<file path="src/rtl/pipe_pkg.sv">
// Shared widths, state encoding and counter width for the EX->WB elastic pipeline register.
package pipe_pkg;

  localparam int unsigned PC_W_DEF       = 8;
  localparam int unsigned DATA_W_DEF     = 8;
  localparam int unsigned REG_ADDR_W_DEF = 3;
  localparam int unsigned STALL_CNT_W    = 16;

  typedef enum logic [1:0] {
    EMPTY = 2'd0,
    ONE   = 2'd1,
    FULL  = 2'd2
  } pipe_state_e;

endpackage

</file>
<file path="src/rtl/pipe_payload_reg.sv">
// Load-enabled payload register with asynchronous active-low reset to zero.
module pipe_payload_reg #(
  parameter int unsigned WIDTH = 20
) (
  input  logic             clk,
  input  logic             reset,
  input  logic             load,
  input  logic [WIDTH-1:0] d,
  output logic [WIDTH-1:0] q
);

  always_ff @(posedge clk or negedge reset) begin
    if (!reset) begin
      q <= '0;
    end else if (load) begin
      q <= d;
    end
  end

endmodule

</file>
<file path="src/rtl/ex_wb_elastic_reg.sv">
// Flow-controlled EX->WB pipeline register with a two-entry skid buffer and synchronous flush.
// Optional macro STALL_CNT_EN adds a saturating output-stall counter port stall_cnt.
module ex_wb_elastic_reg
  import pipe_pkg::*;
#(
  parameter int unsigned PC_W       = PC_W_DEF,
  parameter int unsigned DATA_W     = DATA_W_DEF,
  parameter int unsigned REG_ADDR_W = REG_ADDR_W_DEF
) (
  input  logic                  clk,
  input  logic                  reset,
  input  logic                  flush,
  input  logic                  in_valid,
  output logic                  in_ready,
  input  logic [PC_W-1:0]       pc_ex,
  input  logic                  reg_write_ex,
  input  logic [DATA_W-1:0]     result_ex,
  input  logic [REG_ADDR_W-1:0] write_reg_ex,
  output logic                  out_valid,
  input  logic                  out_ready,
  output logic [PC_W-1:0]       pc_wb,
  output logic                  reg_write_wb,
  output logic [DATA_W-1:0]     result_wb,
  output logic [REG_ADDR_W-1:0] write_reg_wb
`ifdef STALL_CNT_EN
  ,
  output logic [STALL_CNT_W-1:0] stall_cnt
`endif
);

  localparam int unsigned PAY_W = PC_W + 1 + DATA_W + REG_ADDR_W;

  pipe_state_e      state, state_next;
  logic             accept;
  logic             load_main, load_skid;
  logic [PAY_W-1:0] in_payload, main_d, main_q, skid_q;
  logic             main_reg_write;

  assign in_payload = {pc_ex, reg_write_ex, result_ex, write_reg_ex};
  assign out_valid  = (state != EMPTY);
  assign in_ready   = (state != FULL);
  assign accept     = in_valid && in_ready;

  always_ff @(posedge clk or negedge reset) begin
    if (!reset) begin
      state <= EMPTY;
    end else begin
      state <= state_next;
    end
  end

  always_comb begin
    state_next = state;
    load_main  = 1'b0;
    load_skid  = 1'b0;
    main_d     = in_payload;
    if (flush) begin
      // Flush wins over both handshakes; payload may go stale, out_valid gates it.
      state_next = EMPTY;
    end else begin
      case (state)
        EMPTY: begin
          if (accept) begin
            state_next = ONE;
            load_main  = 1'b1;
          end
        end
        ONE: begin
          if (out_ready && accept) begin
            load_main = 1'b1;
          end else if (out_ready) begin
            state_next = EMPTY;
          end else if (accept) begin
            state_next = FULL;
            load_skid  = 1'b1;
          end
        end
        FULL: begin
          if (out_ready) begin
            state_next = ONE;
            load_main  = 1'b1;
            main_d     = skid_q;
          end
        end
        default: state_next = EMPTY;
      endcase
    end
  end

  pipe_payload_reg #(.WIDTH(PAY_W)) u_main (
    .clk   (clk),
    .reset (reset),
    .load  (load_main),
    .d     (main_d),
    .q     (main_q)
  );

  pipe_payload_reg #(.WIDTH(PAY_W)) u_skid (
    .clk   (clk),
    .reset (reset),
    .load  (load_skid),
    .d     (in_payload),
    .q     (skid_q)
  );

  assign {pc_wb, main_reg_write, result_wb, write_reg_wb} = main_q;
  assign reg_write_wb = main_reg_write && out_valid;

`ifdef STALL_CNT_EN
  always_ff @(posedge clk or negedge reset) begin
    if (!reset) begin
      stall_cnt <= '0;
    end else if (out_valid && !out_ready && (stall_cnt != '1)) begin
      stall_cnt <= stall_cnt + STALL_CNT_W'(1);
    end
  end
`endif

endmodule

</file>
<file path="config.mk">
export PLATFORM = sky130hd
export DESIGN_NAME = ex_wb_elastic_reg
export DESIGN_NICKNAME = d
export VERILOG_FILES = /design/src/rtl/pipe_pkg.sv /design/src/rtl/pipe_payload_reg.sv /design/src/rtl/ex_wb_elastic_reg.sv
export SDC_FILE = /design/constraint.sdc
export NUM_CORES = 1
export LEC_CHECK = 0
export CAP_MARGIN = 20
export CORE_AREA = 2 2 86 88
export DETAILED_ROUTE_END_ITERATION = 7
export DIE_AREA = 0 0 88 90
export PLACE_DENSITY = 0.62
export SLEW_MARGIN = 20
export SYNTH_ARGS = -nofsm -noshare
export SYNTH_HDL_FRONTEND = slang
export SYNTH_SLANG_ARGS = --single-unit
</file>
<file path="constraint.sdc">
create_clock -name clk -period 4.05 [get_ports clk]
set_clock_uncertainty 0.2 [all_clocks]
set_input_delay 0.81 -clock clk [delete_from_list [all_inputs] [get_ports clk]]
set_output_delay 0.81 -clock clk [all_outputs]
set_load 0.005 [all_outputs]
</file>
-- Word level (Yosys, flattened, before mapping)
Index checks and enable logic that the tools add are counted.
- register bits: 42
- input port bits: 25
- word-level logic and storage cells: 35
- eq/ne operators: 7
- muxes and demuxes: 19
- reductions and logical operators: 6
- operators by type and width (operator ; count):
    two-way mux 20 bit ; 3
    two-way mux 2 bit ; 6
    inequality test 3 bit (second input constant) ; 3
    two-way mux 1 bit ; 8
    one-hot mux 2 bit (3 select lines) ; 1
    inequality test 4 bit (second input constant) ; 1
    AND reduction 4 bit ; 1
    logical AND 1 bit ; 3
    one-hot mux 1 bit (3 select lines) ; 1
    equality test 2 x 1 -> 1 bit (second input constant) ; 1
    equality test 2 bit (second input constant) ; 1
    logical NOT 2 bit ; 1
    inequality test 2 bit (second input constant) ; 1
    nonzero test 2 bit ; 1

-- Logic depth before layout (Yosys ltp)
Gate-level depths: netlist of run 1.
- word-level depth: 7
- mapped depth: 6

-- Hierarchy
A second synthesis of run 1 with hierarchy kept.
- cells, all modules: 122
- area total of the unflattened synthesis: 2053.2 µm²
- by module, submodules not included (module ; times used ; cells an instance ; area each (µm²)):
    pipe_payload_reg ; 2 ; 42 ; 823.3
    ex_wb_elastic_reg ; 1 ; 38 ; 406.6

-- Worst setup path before layout of run 1
No wires, ideal clock.
- kind: input -> register
- from: in flush
- to: reg u_main.q[0]
- arrival time: 1.755 ns
- slack: 1.970 ns
- stages on the path: 4
- buffers on the path: 1
- cells stage by stage: nor3b_4 buf_6 mux2_4 mux2_4
- cells in the longest elaborated chain, start to end: 1
- elaborated cells between the ends (all ways): 2
- those cells by class: 2 x mux
- ends and longest elaborated chain (element ; line ; RTL):
    start, declared ; ex_wb_elastic_reg.sv:12 ; input logic flush,
    two-way mux 20 bit / two-way mux 1 bit (equally long branches) ; ex_wb_elastic_reg.sv:57 ; if (flush) begin
    end signal, assigned ; pipe_payload_reg.sv:14 ; q <= '0;
    end signal, assigned ; pipe_payload_reg.sv:16 ; q <= d;
    end, declared ; pipe_payload_reg.sv:9 ; output logic [WIDTH-1:0] q
Parallel ways exist; a longest one is shown, timed or not.
A chain may end at the register's enable or synchronous reset.

-- Final worst setup path of run 1
- from: in flush
- to: reg u_main.q[1]
The elaborated chain is that of the path after synthesis.

==> impl_metrics.tcl, run 1 <==
set metrics [dict create \
    cts.sinks 42 \
    grt_max_degree 43 \
    hold_viol_final 0 \
    ctsHoldBuffers 0 \
    leakagePower_nw 1.172 \
    syn-instance-count 144 \
    critPathMaxFanout 20 \
    grt_pass1_vias 1182 \
    drive_gt1_frac 0.4343 \
    r2r_start "state[0]$_DFFE_PN0P_" \
    place_area_mm2 0.002605 \
    clk_pin_slew_ns 0.07 \
    gp_congestion 0.7390 \
    synth_top_area_cell "dfrtp_1" \
    die_h_um 90 \
    cts_made_buffers 5 \
    place_inst 267 \
    routed_wl_um 3515 \
    post_cts_resized 0 \
    synth-main-ff-cell "dfrtp_1" \
    first_pass_iters 3 \
    hold_end "u_skid.q[18]$_DFFE_PN0P_" \
    hold_depth 1 \
    timing.reg2reg.setup_slack_ns 1.95 \
    area_growth_pct 22.99 \
    syn_avg_cell_area_um2 15.15 \
    worst_slew_pin_slew_ns 0.9132 \
    hpwl_um 2428 \
    postLayoutCoreUtil 0.3823 \
    power_frac_comb 0.258 \
    viasPerCell 4.062 \
    io_buffers 46 \
    min-delay-start "u_skid.q[18]$_DFFE_PN0P_" \
    drt-initial-drc-count 29 \
    clock.fmax_ghz 0.3843 \
    core_region_area_mm2 0.007020 \
    cts_buffer_depth 2 \
    final_cell_mix "45 x clkdlybuf4s50_1, 42 x dfrtp_1, 40 x mux2_4" \
    maxSlewViolCount 0 \
    crit_path_frequent_cell "mux2_4" \
    fin_setup_tns_ns 0 \
    p_int_w 0.0008420 \
    cp_data_required_time_ns 4.02 \
    start_kind "input pin" \
    yosysSeqAreaShare 0.4817 \
    io_pins 47 \
    synth_seq_cells 42 \
    final_area_mm2 0.002684 \
    synth.distinct_cells 22 \
    irDropWorstVdd_v 0.0001832 \
    tritoncts "yes" \
    synth_warnings 0 \
    syn_area_mm2 0.002182 \
    crit_family "buffers and inverters" \
    crit_type "input pin to flop" \
    p_switching_w 0.0002583 \
    slowest_stage "clkdlybuf4s50_1" \
    clkLatencyLatePin_ns 0.29 \
    gr-total-overflow 0 \
    wl_per_cell_um 12.83 \
    min_period_over_period 0.6424 \
    synth_top_area_share 0.4817 \
    power_density_mw_per_mm2 410.0 \
    final_common_cell "clkdlybuf4s50_1" \
    cp-end-kind "flop" \
    diodes 0 \
    max_stage_delay_ns 0.55 \
    post-cts-setup-buffers 0 \
    worstReg2RegEnd "u_main.q[1]$_DFFE_PN0P_" \
    p_sw_frac 0.2347 \
    dr_total_vias 1113 \
    cp_data_arrival_time_ns 2.57 \
    async_flop_share 1.000 \
    dieWidth_um 88 \
    status "complete, no violations" \
    critical_path_buf_inv_count 2 \
    rsz0062_at_grt "no" \
    num_rows 31 \
    finalCriticalPeriod_ns 2.602 \
    grt_pass1_wl_um 5768 \
    final_nets 200 \
    finalSetupViolations 0 \
    hold_path.class "flop to flop" \
    drc_errors 0 \
    h-tree-depth 2 \
    start_util 0.3108 \
    dieArea_mm2 0.007920 \
    synth-edff-count 0 \
    critical_path.cell_chain "clkdlybuf4s50_1, nor3b_4, buf_4, mux2_4, mux2_4" \
    grt.total_usage 0.09665 \
    root_buffer "clkbuf_8" \
    antenna_left 0 \
    synth_area_leaders "dfrtp_1 48%, mux2_4 28%, mux2_2 10%" \
    slew-limit-headroom 0.3912 \
    seqPwrFrac 0.517 \
    drv_cap 0 \
    p_clk_frac 0.225 \
    antenna_found_initial 0 \
    r2r_cells 6 \
    syn_nets 169 \
    final_cells 274 \
]
sequential cells by signal (all words and copies together) (netlist names):
| signal | flops |
|---|---|
| u_skid.q | 20 |
| state | 2 |
| u_main.q | 20 |
synth_stat cells (2+ instances only):
cell type and n:
a21oi_1 2, buf_2 2, buf_4 19, buf_6 2, clkbuf_4 2, dfrtp_1 42, mux2_2 20, mux2_4 40
nor2_1 2
kinds of logic (layout without fill, tap and decap cells):
logic type,count (synthesis),in the layout,synth area share
muxes,60,60,0.3784
buffers and inverters,27,58,0.09059
DFF,42,42,0.4817
and+or+nand+nor,10,10,0.03555
AOI/OAI and AO/OA,5,5,0.01376
final cells by class:
class,instances,area (um^2)
timing repair buffer,49,478.0
multi-input combinational,75,944.7
inverter,2,7.507
fill,689,4337
tap,99,123.9
clock buffer,5,68.82
clock inverter,2,10.01
sequential,42,1051
per-layer routing:
layer  part of all wire  GRT usage  wire length (um)  up-vias
met5                  0          0                 0        -
met4              0.016    0.03846                57        0
met3              0.056    0.03030               198        9
met2               0.48     0.1465              1674       34
met1               0.45     0.1272              1584      534
li1                   -          -                 -      536
power groups by stage:
stage / Clock [W] / Sequential, W / Combinational (W)
final: 0.000247 / 0.000569 / 0.000284
after global routing: 0.000286 / 0.000584 / 0.000307
after CTS: 0.000264 / 0.000570 / 0.000291
after detailed placement: 0 / 0.000578 / 0.000290
after global placement: 0 / 0.000576 / 0.000283
after floorplan: 0 / 0.000563 / 0.000211
how the worst max path moves through the flow:
stage                     slack (ns)  cells past startpoint                        to            startpoint
after floorplan                 1.97                      4   u_main.q[0]$_DFFE_PN0P_                 flush
after global placement          1.16                      5  u_main.q[19]$_DFFE_PN0P_                 flush
after detailed placement        1.12                      5  u_main.q[13]$_DFFE_PN0P_                 flush
after CTS                       1.44                      5  u_main.q[12]$_DFFE_PN0P_                 flush
after global routing            1.39                      4              reg_write_wb  state[0]$_DFFE_PN0P_
final                           1.45                      5   u_main.q[1]$_DFFE_PN0P_                 flush
per-stage QoR:
stage                power, W  worst slack, ns  hold WS (ns)
floorplan           0.0007737            1.970        0.2734
global placement    0.0008589            1.163        0.2874
detailed placement  0.0008678            1.121        0.2920
CTS                  0.001125            1.442        0.3118
global route         0.001177            1.392        0.3253
finish               0.001100            1.448        0.3074
No activity file was read; power rests on OpenSTA's default activity.
==> run 2, diff against run 1 <==
PLACE_DENSITY = 0.64   (was 0.62)
clock period = 2.35 ns   (was 4.05 ns; I/O delays follow)
==> run 2 against run 1 <==
Against the previous run: total power is 78% higher; via count increased by 3.5%; critical path depth decreased by 1; critical endpoint is now reg_write_wb.
==> impl_metrics.tcl, run 2 (same netlist as run 1, synthesis figures left out) <==
set metrics [dict create \
    area_growth_pct 27.52 \
    power_frac_comb 0.256 \
    grt_pass1_wl_um 5996 \
    dr_total_vias 1152 \
    io_pins 47 \
    design_power_total_w 0.001959 \
    drv_cap 0 \
    drc_errors 0 \
    viasPerCell 4.129 \
    fillers 670 \
    start_kind "flop" \
    finalCriticalPeriod_ns 2.186 \
    leakagePower_nw 1.211 \
    drive_gt1_frac 0.4444 \
    worst_slew_pin_slew_ns 0.5153 \
    grt.total_usage 0.09863 \
    cts_made_buffers 5 \
    power_density_mw_per_mm2 704.0 \
    clk_pin_slew_ns 0.07 \
    multi_input_area_um2 944.7 \
    gp_congestion 0.7033 \
    clkLatencyLatePin_ns 0.29 \
    clock.fmax_ghz 0.4574 \
    slew-limit-headroom 0.6565 \
    gr-total-overflow 0 \
    tritoncts "yes" \
    timing.reg2reg.setup_slack_ns 0.38 \
    dieArea_mm2 0.007920 \
    core_region_area_mm2 0.007020 \
    critical_path.cell_chain "nor2_1, inv_1, and2_1, clkdlybuf4s50_1" \
    final_cell_mix "45 x clkdlybuf4s50_1, 42 x dfrtp_1, 40 x mux2_4" \
    rsz0062_at_grt "no" \
    crit_family "buffers and inverters" \
    antenna_found_initial 0 \
    grt_pass1_vias 1221 \
    first_pass_iters 3 \
    wl_per_cell_um 12.72 \
    fin_setup_tns_ns 0 \
    reg.largest.list "u_main.q x20, u_skid.q x20, state x2" \
    min_period_over_period 0.9304 \
    final_nets 204 \
    grt_max_degree 23 \
    p_sw_frac 0.2351 \
    maxSlewViolCount 0 \
    ctsHoldBuffers 1 \
    cp-end-kind "output port" \
    dieWidth_um 88 \
    final_common_cell "clkdlybuf4s50_1" \
    diodes 0 \
    routed_wl_um 3550 \
    antenna_left 0 \
    cts.sinks 42 \
    hold_path.class "flop to flop" \
    seqCellArea_mm2 0.001051 \
    cp_data_required_time_ns 1.68 \
    seqPwrFrac 0.501 \
    start_util 0.3108 \
    hold_viol_final 0 \
    hpwl_um 2440 \
    status "complete, no violations" \
    drt-initial-drc-count 31 \
    cts_buffer_depth 2 \
    irDropWorstVdd_v 0.0003705 \
    cp_data_arrival_time_ns 1.52 \
    h-tree-depth 2 \
    critical_path_buf_inv_count 2 \
    root_buffer "clkbuf_8" \
    p_clk_frac 0.243 \
    p_int_w 0.001499 \
    die_h_um 90 \
    io_buffers 46 \
    post_cts_resized 0 \
    num_rows 31 \
    critPathMaxFanout 5 \
    crit_type "flop to output port" \
    slowest_stage "dfrtp_1" \
    p_switching_w 0.0004605 \
    post-cts-setup-buffers 0 \
    max_stage_delay_ns 0.45 \
    finalSetupViolations 0 \
]
[run 2: cell types whose count changed in the layout (fill, tap and decap cells not counted), sizes merged]
cell	delta
dlygate4sd3	+1
clkinvlp	+1
buf	+3
clkinv	-1
clkbuf	+1
[run 2: final timing paths]
path,startpoint,end,cells after the start
worst max-delay path,state[0]$_DFFE_PN0P_,reg_write_wb,4
worst min-delay path,u_skid.q[10]$_DFFE_PN0P_,u_skid.q[10]$_DFFE_PN0P_,1
worst max register to register,state[0]$_DFFE_PN0P_,u_main.q[3]$_DFFE_PN0P_,6
worst min register to register,u_skid.q[10]$_DFFE_PN0P_,u_skid.q[10]$_DFFE_PN0P_,1
max in group asynchronous,reset,u_skid.q[12]$_DFFE_PN0P_,3
min in group asynchronous,reset,u_skid.q[8]$_DFFE_PN0P_,2
[run 2: metal layers]
layer  part of all wire  vias to the layer above  track usage
met5                  0                        -            0
met2               0.48                       31       0.1566
li1                   -                      546            -
met4             0.0079                        0      0.02692
met3              0.050                        4      0.02938
met1               0.47                      571       0.1297
[run 2: power by group through the flow]
stage / clock network (W) / logic [W] / registers (W)
after floorplan: 0 / 0.000363 / 0.000970
after global placement: 0 / 0.000499 / 0.000992
after detailed placement: 0 / 0.000510 / 0.000995
after CTS: 0.000499 / 0.000512 / 0.000985
after global routing: 0.000529 / 0.000549 / 0.00101
final: 0.000476 / 0.000502 / 0.000982
[run 2: cell type report]
type / count / share of cell area
sequential: 42 / 0.3777
multi-input combinational: 75 / 0.3395
timing repair buffer: 53 / 0.2014
tap: 99 / 0.04451
clock buffer: 6 / 0.02968
clock inverter: 2 / 0.004496
inverter: 2 / 0.002698
[run 2: through the flow]
stage / cell area (um^2) / util / std cells / hold slack (ns) / setup slack [ns]
floorplan: 2182 / - / 144 / -0.02559 / 0.4970
global placement: 2678 / 0.3814 / 270 / 0.2736 / -0.02446
detailed placement: 2678 / 0.3814 / 270 / 0.2776 / -0.04349
CTS: 2783 / 0.3964 / 279 / 0.3120 / 0.1475
global route: 2783 / 0.3964 / 279 / 0.3227 / 0.05641
finish: 2783 / 0.3964 / 279 / 0.3079 / 0.1636
[run 2: worst reg2reg max path: cells and delay by family, from the launching register on]
| kind | cells | cell delay (ns) |
|---|---|---|
| DFF | 1 | 0.45 |
| muxes | 2 | 0.58 |
| buffers and inverters | 2 | 0.29 |
| and+or+nand+nor | 2 | 0.35 |
==> run 3, diff against run 2 <==
ABC_AREA = 1   (was unset)
CORE_AREA = 2 2 85 87   (was 2 2 86 88)
DIE_AREA = 0 0 87 89   (was 0 0 88 90)
==> run 3 against run 2 <==
Against the previous run: via count increased by 58%; combinational power rose by 2%; wire length rose by 40%; clock power decreased by 8.8%; setup slack better by 0.055 ns; register-to-register slack better by 0.47 ns; non-clock buffer count grew 6; area after synthesis shrank 2.1%; total power increased by 0.58%; clock-buffer cell count up 1.
==> impl_metrics.tcl, run 3 <==
set metrics [dict create \
    clkLatencyLatePin_ns 0.29 \
    drt-initial-drc-count 139 \
    cts_made_buffers 5 \
    final_nets 344 \
    synth_top_family_by_area "simple AND/OR/NAND/NOR gates" \
    yosysSeqAreaShare 0.4918 \
    wl_met2_um 2279 \
    dr_total_vias 1817 \
    power_frac_comb 0.259 \
    ctsHoldBuffers 1 \
    grt.total_usage 0.1420 \
    synth-xor-area-share 0 \
    synth_top_area_share 0.4918 \
    p_clk_frac 0.220 \
    num_rows 30 \
    leakagePower_nw 1.396 \
    start_kind "flop" \
    synthAdderAreaFrac 0 \
    final_cell_mix "153 x nand2_1, 45 x clkdlybuf4s50_1, 42 x nand3_1, 42 x dfrtp_1, 12 x buf_4" \
    viasPerCell 4.554 \
    drv_cap 0 \
    status "complete, no violations" \
    start_util 0.3181 \
    root_buffer "clkbuf_8" \
    yosys.area_share.simple 0.3800 \
    antenna_found_initial 0 \
    clock.fmax_ghz 0.4693 \
    synth.distinct_cells 14 \
    cp-end-kind "output port" \
    wl_per_cell_um 12.46 \
    min_period_over_period 0.9068 \
    irDropWorstVdd_v 0.0002084 \
    synth-compound-area-share 0.01112 \
    seqCellArea_mm2 0.001051 \
    synth_top_area_cell "dfrtp_1" \
    cp_data_required_time_ns 1.68 \
    synth.area.mux_share 0 \
    gp_congestion 0.7833 \
    rsz0062_at_grt "no" \
    design_power_total_w 0.001970 \
    critPathMaxFanout 4 \
    power_density_mw_per_mm2 743.9 \
    area_growth_pct 23.95 \
    syn-instance-count 288 \
    synth_seq_cells 42 \
    worst_slack_ns 0.2190 \
    fin_setup_tns_ns 0 \
    multi_input_area_um2 835.8 \
    grt_pass1_wl_um 8694 \
    synth_warnings 0 \
    crit_type "flop to output port" \
    cp_data_arrival_time_ns 1.46 \
    top_layer "met4" \
    hold_path.class "flop to flop" \
    post-cts-setup-buffers 0 \
    dieWidth_um 87 \
    p_sw_frac 0.2908 \
    grt_pass1_vias 1880 \
    routed_wl_um 4970 \
    fillers 711 \
    seqPwrFrac 0.521 \
    wl_met3_um 238 \
    worst_slew_pin_slew_ns 0.5389 \
    p_int_w 0.001397 \
    place_ws_ns 0.2863 \
    h-tree-depth 2 \
    slew-limit-headroom 0.6408 \
    drive_gt1_frac 0.06897 \
    core_region_area_mm2 0.006719 \
    yosysMostFrequentCell "nand2_1" \
    syn_avg_cell_area_um2 7.420 \
    gr-total-overflow 0 \
    finalSetupViolations 0 \
    diodes 0 \
    die_h_um 89 \
    synthTopCellsByCount "153 x nand2_1, 42 x dfrtp_1, 42 x nand3_1, 19 x buf_4, 14 x buf_2" \
    io_pins 47 \
    tritoncts "yes" \
    reg.largest.list "u_main.q x20, u_skid.q x20, state x2" \
    synth_area_leaders "dfrtp_1 49%, nand2_1 27%, nand3_1 9.8%" \
    p_switching_w 0.0005729 \
    hpwl_um 3393 \
    post_cts_resized 0 \
    wl_met1_um 2396 \
    synth-main-ff-cell "dfrtp_1" \
    final_common_cell "nand2_1" \
    first_pass_iters 4 \
    dieArea_mm2 0.007743 \
    finalHoldWorstSlack_ns 0.2738 \
    antenna_left 0 \
    finalCriticalPeriod_ns 2.131 \
    io_buffers 46 \
    hold_viol_final 0 \
    async_flop_share 1.000 \
    clk_pin_slew_ns 0.08 \
    drc_errors 0 \
    grt_max_degree 25 \
    synth-edff-count 0 \
    cts.sinks 42 \
    maxSlewViolCount 0 \
    syn_area_mm2 0.002137 \
    cts_buffer_depth 2 \
    syn_nets 313 \
]
run 3: critical path, cell delays in order (launching register included):
cell	delay [ns]
dfrtp_1	0.42
nor2_1	0.20
inv_1	0.10
clkdlybuf4s50_1	0.46
run 3: final cells by class:
cell class / instances / share of cell area
Sequential cell: 42 / 0.3968
Timing Repair Buffer: 59 / 0.2097
Multi-Input combinational cell: 203 / 0.3155
Clock buffer: 7 / 0.02881
Tap cell: 80 / 0.03779
Inverter: 8 / 0.01134
run 3: kinds of logic after synthesis:
logic type      count (synthesis)
compound gates                  3
buf+inv                        43
simple gates                  200
flops                          42
run 3: path summary, 6_finish.rpt:
check / slack [ns] / end / cells after the start / start
hold / removal: 0.27 / u_skid.q[5]$_DFFE_PN0P_ / 2 / u_skid.q[5]$_DFFE_PN0P_
setup / recovery: 0.22 / out_valid / 3 / state[1]$_DFFE_PN0P_
setup reg to reg: 0.85 / u_main.q[9]$_DFFE_PN0P_ / 6 / state[1]$_DFFE_PN0P_
min in group asynchronous: 0.50 / u_main.q[13]$_DFFE_PN0P_ / 2 / reset
max in group asynchronous: 0.78 / u_main.q[3]$_DFFE_PN0P_ / 3 / reset
hold reg to reg: 0.27 / u_skid.q[5]$_DFFE_PN0P_ / 2 / u_skid.q[5]$_DFFE_PN0P_
run 3: metal layers:
metal	vias to the layer above	GRT usage
li1	934	-
met1	830	0.1938
met2	47	0.2235
met3	6	0.03601
met4	0	0.04261
met5	-	0
run 3: through the flow:
step | utilization | std cells | instance area (um^2)
after floorplan | - | 288 | 2137
after global placement | 0.3814 | 391 | 2562
after detailed placement | 0.3814 | 391 | 2562
after CTS | 0.3942 | 399 | 2649
after global routing | 0.3942 | 399 | 2649
final | 0.3942 | 399 | 2649
run 3: power by group through the flow:
stage,combinational (W),clock (W),sequential (W)
after floorplan,0.000347,0,0.00101
after global placement,0.000506,0,0.00103
after detailed placement,0.000517,0,0.00104
after CTS,0.000520,0.000458,0.00103
after global routing,0.000588,0.000483,0.00105
final,0.000510,0.000434,0.00103
